### src/rtl/sad_accum_pipe.sv
// Multi-lane sum-of-absolute-differences engine: per-lane |a-b|, registered lane
// reduction, windowed saturating accumulation, and a held valid/ready result.
module sad_accum_pipe #(
  parameter int WIDTH = 8,
  parameter int LANES = 4,
  parameter int ACC_W = 20,
  parameter int CNT_W = 8
) (
  input  logic                     clk,
  input  logic                     rst,
  input  logic                     in_valid,
  output logic                     in_ready,
  input  logic                     in_first,
  input  logic                     in_last,
  input  logic [LANES*WIDTH-1:0]   in_a,
  input  logic [LANES*WIDTH-1:0]   in_b,
  output logic                     out_valid,
  input  logic                     out_ready,
  output logic [ACC_W-1:0]         out_sum,
  output logic                     out_sat,
  output logic [CNT_W-1:0]         out_count
);

  localparam int SUM_W = WIDTH + $clog2(LANES);
  localparam logic [CNT_W-1:0] CNT_ONE = CNT_W'(1);

  logic                         stall_s, adv_s;
  logic                         s0_valid_r, s0_first_r, s0_last_r;
  logic [LANES*WIDTH-1:0]       s0_a_r, s0_b_r;
  logic                         s1_valid_r, s1_first_r, s1_last_r;
  logic [LANES-1:0][WIDTH-1:0]  s1_abs_r, abs_s;
  logic [WIDTH:0]               diff_s, neg_s;
  logic                         s2_valid_r, s2_first_r, s2_last_r;
  logic [SUM_W-1:0]             s2_sum_r, sum_s;
  logic [ACC_W-1:0]             acc_r, base_s, acc_nxt_s;
  logic [ACC_W:0]               total_s;
  logic [CNT_W-1:0]             cnt_r, cnt_nxt_s;
  logic                         sat_r, sat_nxt_s, ovf_s, start_s, prev_last_r;
  logic                         out_valid_r, out_sat_r;
  logic [ACC_W-1:0]             out_sum_r;
  logic [CNT_W-1:0]             out_count_r;

  // A held, unconsumed result freezes the whole pipe.
  assign stall_s   = out_valid_r & ~out_ready;
  assign adv_s     = ~stall_s;
  assign in_ready  = adv_s;
  assign out_valid = out_valid_r;
  assign out_sum   = out_sum_r;
  assign out_sat   = out_sat_r;
  assign out_count = out_count_r;

  // S0: capture accepted input beat
  always_ff @(posedge clk or posedge rst) begin
    if (rst) begin
      s0_valid_r <= 1'b0;
      s0_first_r <= 1'b0;
      s0_last_r  <= 1'b0;
      s0_a_r     <= '0;
      s0_b_r     <= '0;
    end else if (adv_s) begin
      s0_valid_r <= in_valid;
      if (in_valid) begin
        s0_first_r <= in_first;
        s0_last_r  <= in_last;
        s0_a_r     <= in_a;
        s0_b_r     <= in_b;
      end
    end
  end

  // Per-lane absolute difference from a WIDTH+1 bit two's-complement difference
  always_comb begin
    abs_s  = '0;
    diff_s = '0;
    neg_s  = '0;
    for (int i = 0; i < LANES; i++) begin
      diff_s = {1'b0, s0_a_r[i*WIDTH +: WIDTH]} - {1'b0, s0_b_r[i*WIDTH +: WIDTH]};
      neg_s  = ~diff_s + {{WIDTH{1'b0}}, 1'b1};
      if (diff_s[WIDTH]) begin
        abs_s[i] = neg_s[WIDTH-1:0];
      end else begin
        abs_s[i] = diff_s[WIDTH-1:0];
      end
    end
  end

  // S1: register lane magnitudes
  always_ff @(posedge clk or posedge rst) begin
    if (rst) begin
      s1_valid_r <= 1'b0;
      s1_first_r <= 1'b0;
      s1_last_r  <= 1'b0;
      s1_abs_r   <= '0;
    end else if (adv_s) begin
      s1_valid_r <= s0_valid_r;
      s1_first_r <= s0_first_r;
      s1_last_r  <= s0_last_r;
      s1_abs_r   <= abs_s;
    end
  end

  // Lane reduction; SUM_W bits always hold LANES * (2^WIDTH-1)
  always_comb begin
    sum_s = '0;
    for (int i = 0; i < LANES; i++) begin
      sum_s = sum_s + SUM_W'(s1_abs_r[i]);
    end
  end

  // S2: register beat sum
  always_ff @(posedge clk or posedge rst) begin
    if (rst) begin
      s2_valid_r <= 1'b0;
      s2_first_r <= 1'b0;
      s2_last_r  <= 1'b0;
      s2_sum_r   <= '0;
    end else if (adv_s) begin
      s2_valid_r <= s1_valid_r;
      s2_first_r <= s1_first_r;
      s2_last_r  <= s1_last_r;
      s2_sum_r   <= sum_s;
    end
  end

  // Next accumulator state: restart on first or after a closed window, else saturating add
  always_comb begin
    start_s = s2_first_r | prev_last_r;
    base_s  = start_s ? {ACC_W{1'b0}} : acc_r;
    total_s = {1'b0, base_s} + (ACC_W+1)'(s2_sum_r);
    ovf_s   = total_s[ACC_W];
    if (ovf_s) begin
      acc_nxt_s = {ACC_W{1'b1}};
    end else begin
      acc_nxt_s = total_s[ACC_W-1:0];
    end
    if (start_s) begin
      cnt_nxt_s = CNT_ONE;
    end else if (cnt_r == {CNT_W{1'b1}}) begin
      cnt_nxt_s = cnt_r;
    end else begin
      cnt_nxt_s = cnt_r + CNT_ONE;
    end
    sat_nxt_s = (start_s ? 1'b0 : sat_r) | ovf_s;
  end

  // S3: accumulator and held result register
  always_ff @(posedge clk or posedge rst) begin
    if (rst) begin
      acc_r       <= '0;
      cnt_r       <= '0;
      sat_r       <= 1'b0;
      prev_last_r <= 1'b0;
      out_valid_r <= 1'b0;
      out_sum_r   <= '0;
      out_count_r <= '0;
      out_sat_r   <= 1'b0;
    end else if (adv_s) begin
      if (s2_valid_r) begin
        acc_r       <= acc_nxt_s;
        cnt_r       <= cnt_nxt_s;
        sat_r       <= sat_nxt_s;
        prev_last_r <= s2_last_r;
      end
      out_valid_r <= s2_valid_r & s2_last_r;
      if (s2_valid_r & s2_last_r) begin
        out_sum_r   <= acc_nxt_s;
        out_count_r <= cnt_nxt_s;
        out_sat_r   <= sat_nxt_s;
      end
    end
  end

endmodule

### config.mk
export PLATFORM = sky130hd
export DESIGN_NAME = sad_accum_pipe
export DESIGN_NICKNAME = d
export VERILOG_FILES = /design/src/rtl/sad_accum_pipe.sv
export SDC_FILE = /design/constraint.sdc
export NUM_CORES = 1
export LEC_CHECK = 0
export ABC_CLOCK_PERIOD_IN_PS = 7200
export CAP_MARGIN = 20
export CORE_UTILIZATION = 58
export DETAILED_ROUTE_END_ITERATION = 6
export PLACE_DENSITY_LB_ADDON = 0.25
export REMOVE_ABC_BUFFERS = 1
export SETUP_SLACK_MARGIN = 0.4
export SLEW_MARGIN = 10
export SYNTH_ARGS = -nofsm -noshare
export SYNTH_HDL_FRONTEND = slang
export SYNTH_SLANG_ARGS = --single-unit
### constraint.sdc
create_clock -name clk -period 7.2 [get_ports clk]
set_clock_uncertainty 0.1 [all_clocks]
set_input_delay 1.44 -clock clk [delete_from_list [all_inputs] [get_ports clk]]
set_output_delay 1.44 -clock clk [all_outputs]
set_load 0.01 [all_outputs]
-- Yosys cells after proc, flatten, opt, wreduce, memory -nomap -nowiden
Index checks and enable logic that the tools add are counted.
W data, S select, Z words.
- register bits: 175
- output and inout bits: 31
- word-level logic and storage cells: 60
- add/subtract/negate cells: 13
- equal/unequal tests: 1
- muxes and demuxes: 9
- bitwise gates (word level): 10
- reductions and logical operators: 3
- operators with widths (operator ; number):
    $mux W8 ; 6
    $add A8 B1 Y8 const B ; 5
    $mux W20 ; 2
    $sub A8 B8 Y9 ; 4
    $not A8 Y8 ; 4
    $add A20 B10 Y21 ; 1
    $add A10 B8 Y10 ; 1
    $add A9 B8 Y10 ; 1
    $add A8 B8 Y9 ; 1
    $eq A8 B8 Y1 const B ; 1
    $reduce_and A2 Y1 ; 3
    $and A1 B1 Y1 ; 2
    $not A1 Y1 ; 2
    $or A1 B1 Y1 ; 2
    $mux W1 ; 1

-- Depth between registers and ports, before layout
- word-level depth: 4
- mapped depth: 13

-- Least setup slack after synthesis
OpenSTA, ideal clock, no wires.
- kind: in2out
- start: input port out_ready
- end: output port in_ready
- data arrival time: 2677 ps
- data required time: 5660 ps
- setup slack: 2983 ps
- cell stages on the path: 6
- path buffers: 4
- cell sequence: nor2b_1 > clkbuf_1 > inv_1 > clkbuf_1 > buf_1 > buf_1
- cells in the longest elaborated chain, start to end: 3
- RTL lines (element ; RTL line ; text):
    start: declaration ; 18 ; input logic out_ready,
    $not A1 Y1 ; 44 ; assign stall_s = out_valid_r & ~out_ready;
    $and A1 B1 Y1 ; 44 ;
    $not A1 Y1 (no line) ; - ;
    end: declaration ; 12 ; output logic in_ready,
No other way between the ends.

-- Worst setup path in the final report
Same ends and word-level chain as after synthesis.

==> impl_metrics.tcl <==
set metrics [dict create \
    run_status "finished clean" \
    synth_warnings 0 \
    synthFlopType "dfrtp_1" \
    ys_types 70 \
    avgSynthCellArea_um2 9.57 \
    io_buffers 100 \
    core-area_um2 17500 \
    rrSetupSlack_ns 3.63 \
    cts_setup_buffers 0 \
    cap_viol_max_count 0 \
    grt_use_total 0.237 \
    tns_ns 0 \
    cpPeakStageDelay_ns 0.67 \
    synth-edff-count 0 \
    tightestPinTransition_ns 1.06 \
    crit_end "in_ready" \
    ys_seq_elements 175 \
    htreeDepth 4 \
    wirelength_um 21000 \
    initial_utilization 0.600 \
    post_drt_wl_per_cell_um 14.8 \
    dr.pass1.iters 5 \
    clock_latency_ns 0.44 \
    drv_slew 0 \
    cp_cell_sequence "clkdlybuf4s50_1, nor2b_4, inv_1, clkdlybuf4s50_1" \
    die_h_um 137 \
    ctsHoldBuffers 0 \
    fin_crit_sh 0.603 \
    cts-root-buf "clkbuf_16" \
    syn-instance-count 1100 \
    finalHoldViolations 0 \
    fin_util 0.701 \
    rr_worst_depth 12 \
    critical_path.slowest_cell "clkdlybuf4s50_1" \
    antenna_left 0 \
    syn2layout_area_growth_pct 16.8 \
    crit_start "out_ready" \
    io_pins 101 \
    initialDrtViolationCount 454 \
    clock_path_buffers 2 \
    critical_path_buf_inv_count 3 \
    nets 1329 \
    max_slew_margin 0.287 \
    hold_class "reg -> reg" \
    cts_made_buffers 17 \
    finalInstanceArea_um2 12300 \
    grt_start_max_net_pins 122 \
    overflow 0 \
    layout-drive-gt1-share 0.110 \
    cp_top_family "buffers and inverters" \
    grt_setup_unrepaired "no" \
    async_flop_share 1.00 \
    crit_path_max_fanout 6 \
    setup_viol 0 \
    rows 48 \
    crit_arrival_ns 2.80 \
    grt_pass1_vias 7628 \
    via_count 8118 \
    p_leak_uw 0.00548 \
    via_per_inst 5.72 \
    reg2reg_to "s2_sum_r[9]$_DFFE_PP0N_" \
    antenna_found_initial 0 \
    max-vdd-ir-drop_mv 0.393 \
    cp_common_cell "clkdlybuf4s50_1" \
    remaining_drc_errors 0 \
    cts_resized 0 \
    p_per_area_nw_per_um2 507 \
    grt_pass1_wl_um 35200 \
    final_cell_mix "dfrtp_1, nand2_1, clkdlybuf4s50_1" \
    clkSlewWorstSetupHoldPaths_ns 0.07 \
    endpoint_kind "primary output" \
    die_width_um 137 \
    dp_cells 1387 \
    n_antenna_cell 0 \
    path_class "in -> out" \
    timing.fmax_ghz 0.230 \
    placed_cell_area_um2 11700 \
    final_common_cell "dfrtp_1" \
    crit_path_start_kind "primary input" \
    required_ns 5.66 \
    final_cells 1420 \
    finalWeightedCongestion 0.877 \
    syn_area_um2 10500 \
    path_depth 4 \
    r2r-start "s1_abs_r[1]$_DFFE_PP0N_" \
    synth_seq_area_share 0.416 \
    min_period_ns 4.34 \
    cts.sinks 175 \
    dieArea_um2 18700 \
    post-dp-hpwl_um 14900 \
    cts_tree "yes" \
]
[per-stage QoR]
stage	total power (uW)	setup slack, ns	hold WS [ns]
finish	6230	2.86	0.369
global route	6810	2.67	0.386
CTS	6270	2.83	0.370
detailed placement	5310	2.55	0.355
global placement	5160	2.74	0.351
floorplan	4440	-0.379	0.339
[registers in the layout, summed over array words and instances (netlist names), 8 cells and up]
register   flops
s0_a_r        32
s1_abs_r      32
cnt_r          8
out_sum       20
out_count      8
acc_r         20
s0_b_r        32
s2_sum_r      10
[where the power goes]
group	internal, uW	switching (uW)
logic	1680	2090
registers	1360	205
clock network	487	414
[synth_stat cells, drive strengths merged, types with 8 or more instances]
master	count	area share
nand2	116	0.041
clkbuf	35	0.013
nor2b	10	0.0059
fa	21	0.040
o21ai	83	0.040
ha	56	0.067
nand2b	11	0.0065
nor2	85	0.030
inv	86	0.031
a21o	10	0.0071
xnor2	22	0.018
mux2	66	0.071
a21oi	73	0.035
a31oi	16	0.012
nand3	22	0.010
nor3	24	0.011
nor4	8	0.0062
buf	8	0.0031
o31ai	12	0.0086
xor2	31	0.026
dfrtp	175	0.42
and2	15	0.0089
and3	9	0.0053
[cell families after synthesis]
family | count (synthesis) | synth area share
simple gates | 336 | 0.152
compound gates | 263 | 0.164
flops | 175 | 0.416
buf+inv | 129 | 0.0464
fa+ha+maj | 77 | 0.106
mux | 67 | 0.0715
xor+xnor | 53 | 0.0441
[metal layers]
| layer | track usage | part of all wire | up-vias |
|---|---|---|---|
| met3 | 0.0407 | 0.037 | 27 |
| met1 | 0.305 | 0.45 | 3906 |
| met2 | 0.397 | 0.49 | 187 |
| met4 | 0.0938 | 0.022 | 0 |
| li1 | - | - | 3998 |
| met5 | 0 | 0 | - |
[layout make-up]
| type | instances | area (um^2) |
|---|---|---|
| inverters | 86 | 328 |
| well taps | 225 | 282 |
| fillers | 1392 | 5240 |
| clock buffers | 17 | 425 |
| multi-input cells | 796 | 5670 |
| flip-flops and latches | 175 | 4380 |
| clock inverters | 15 | 150 |
| repair buffers | 106 | 1070 |
[worst min path at each step]
| stage | start | end | slack [ns] | cells after the start |
|---|---|---|---|---|
| detailed placement | s1_last_r$_DFFE_PP0N_ | s1_last_r$_DFFE_PP0N_ | 0.36 | 2 |
| global placement | s1_last_r$_DFFE_PP0N_ | s1_last_r$_DFFE_PP0N_ | 0.35 | 2 |
| floorplan | s1_first_r$_DFFE_PP0N_ | s1_first_r$_DFFE_PP0N_ | 0.34 | 2 |
| CTS | s1_last_r$_DFFE_PP0N_ | s1_last_r$_DFFE_PP0N_ | 0.37 | 2 |
| global route | s0_first_r$_DFFE_PP0P_ | s1_first_r$_DFFE_PP0N_ | 0.39 | 2 |
| finish | s1_first_r$_DFFE_PP0N_ | s1_first_r$_DFFE_PP0N_ | 0.37 | 2 |
[worst register-to-register path, stage by stage, from the launching register on]
cell and delay, ns:
dfrtp_1 0.35, inv_1 0.07, fa_1 0.54, inv_1 0.06, fa_1 0.45, ha_1 0.24, fa_1 0.41, a21o_1 0.18
a21oi_1 0.22, o21bai_1 0.09, a21o_1 0.21, a2111oi_0 0.44, nor3_1 0.09
No activity file was read; power rests on OpenSTA's default activity.
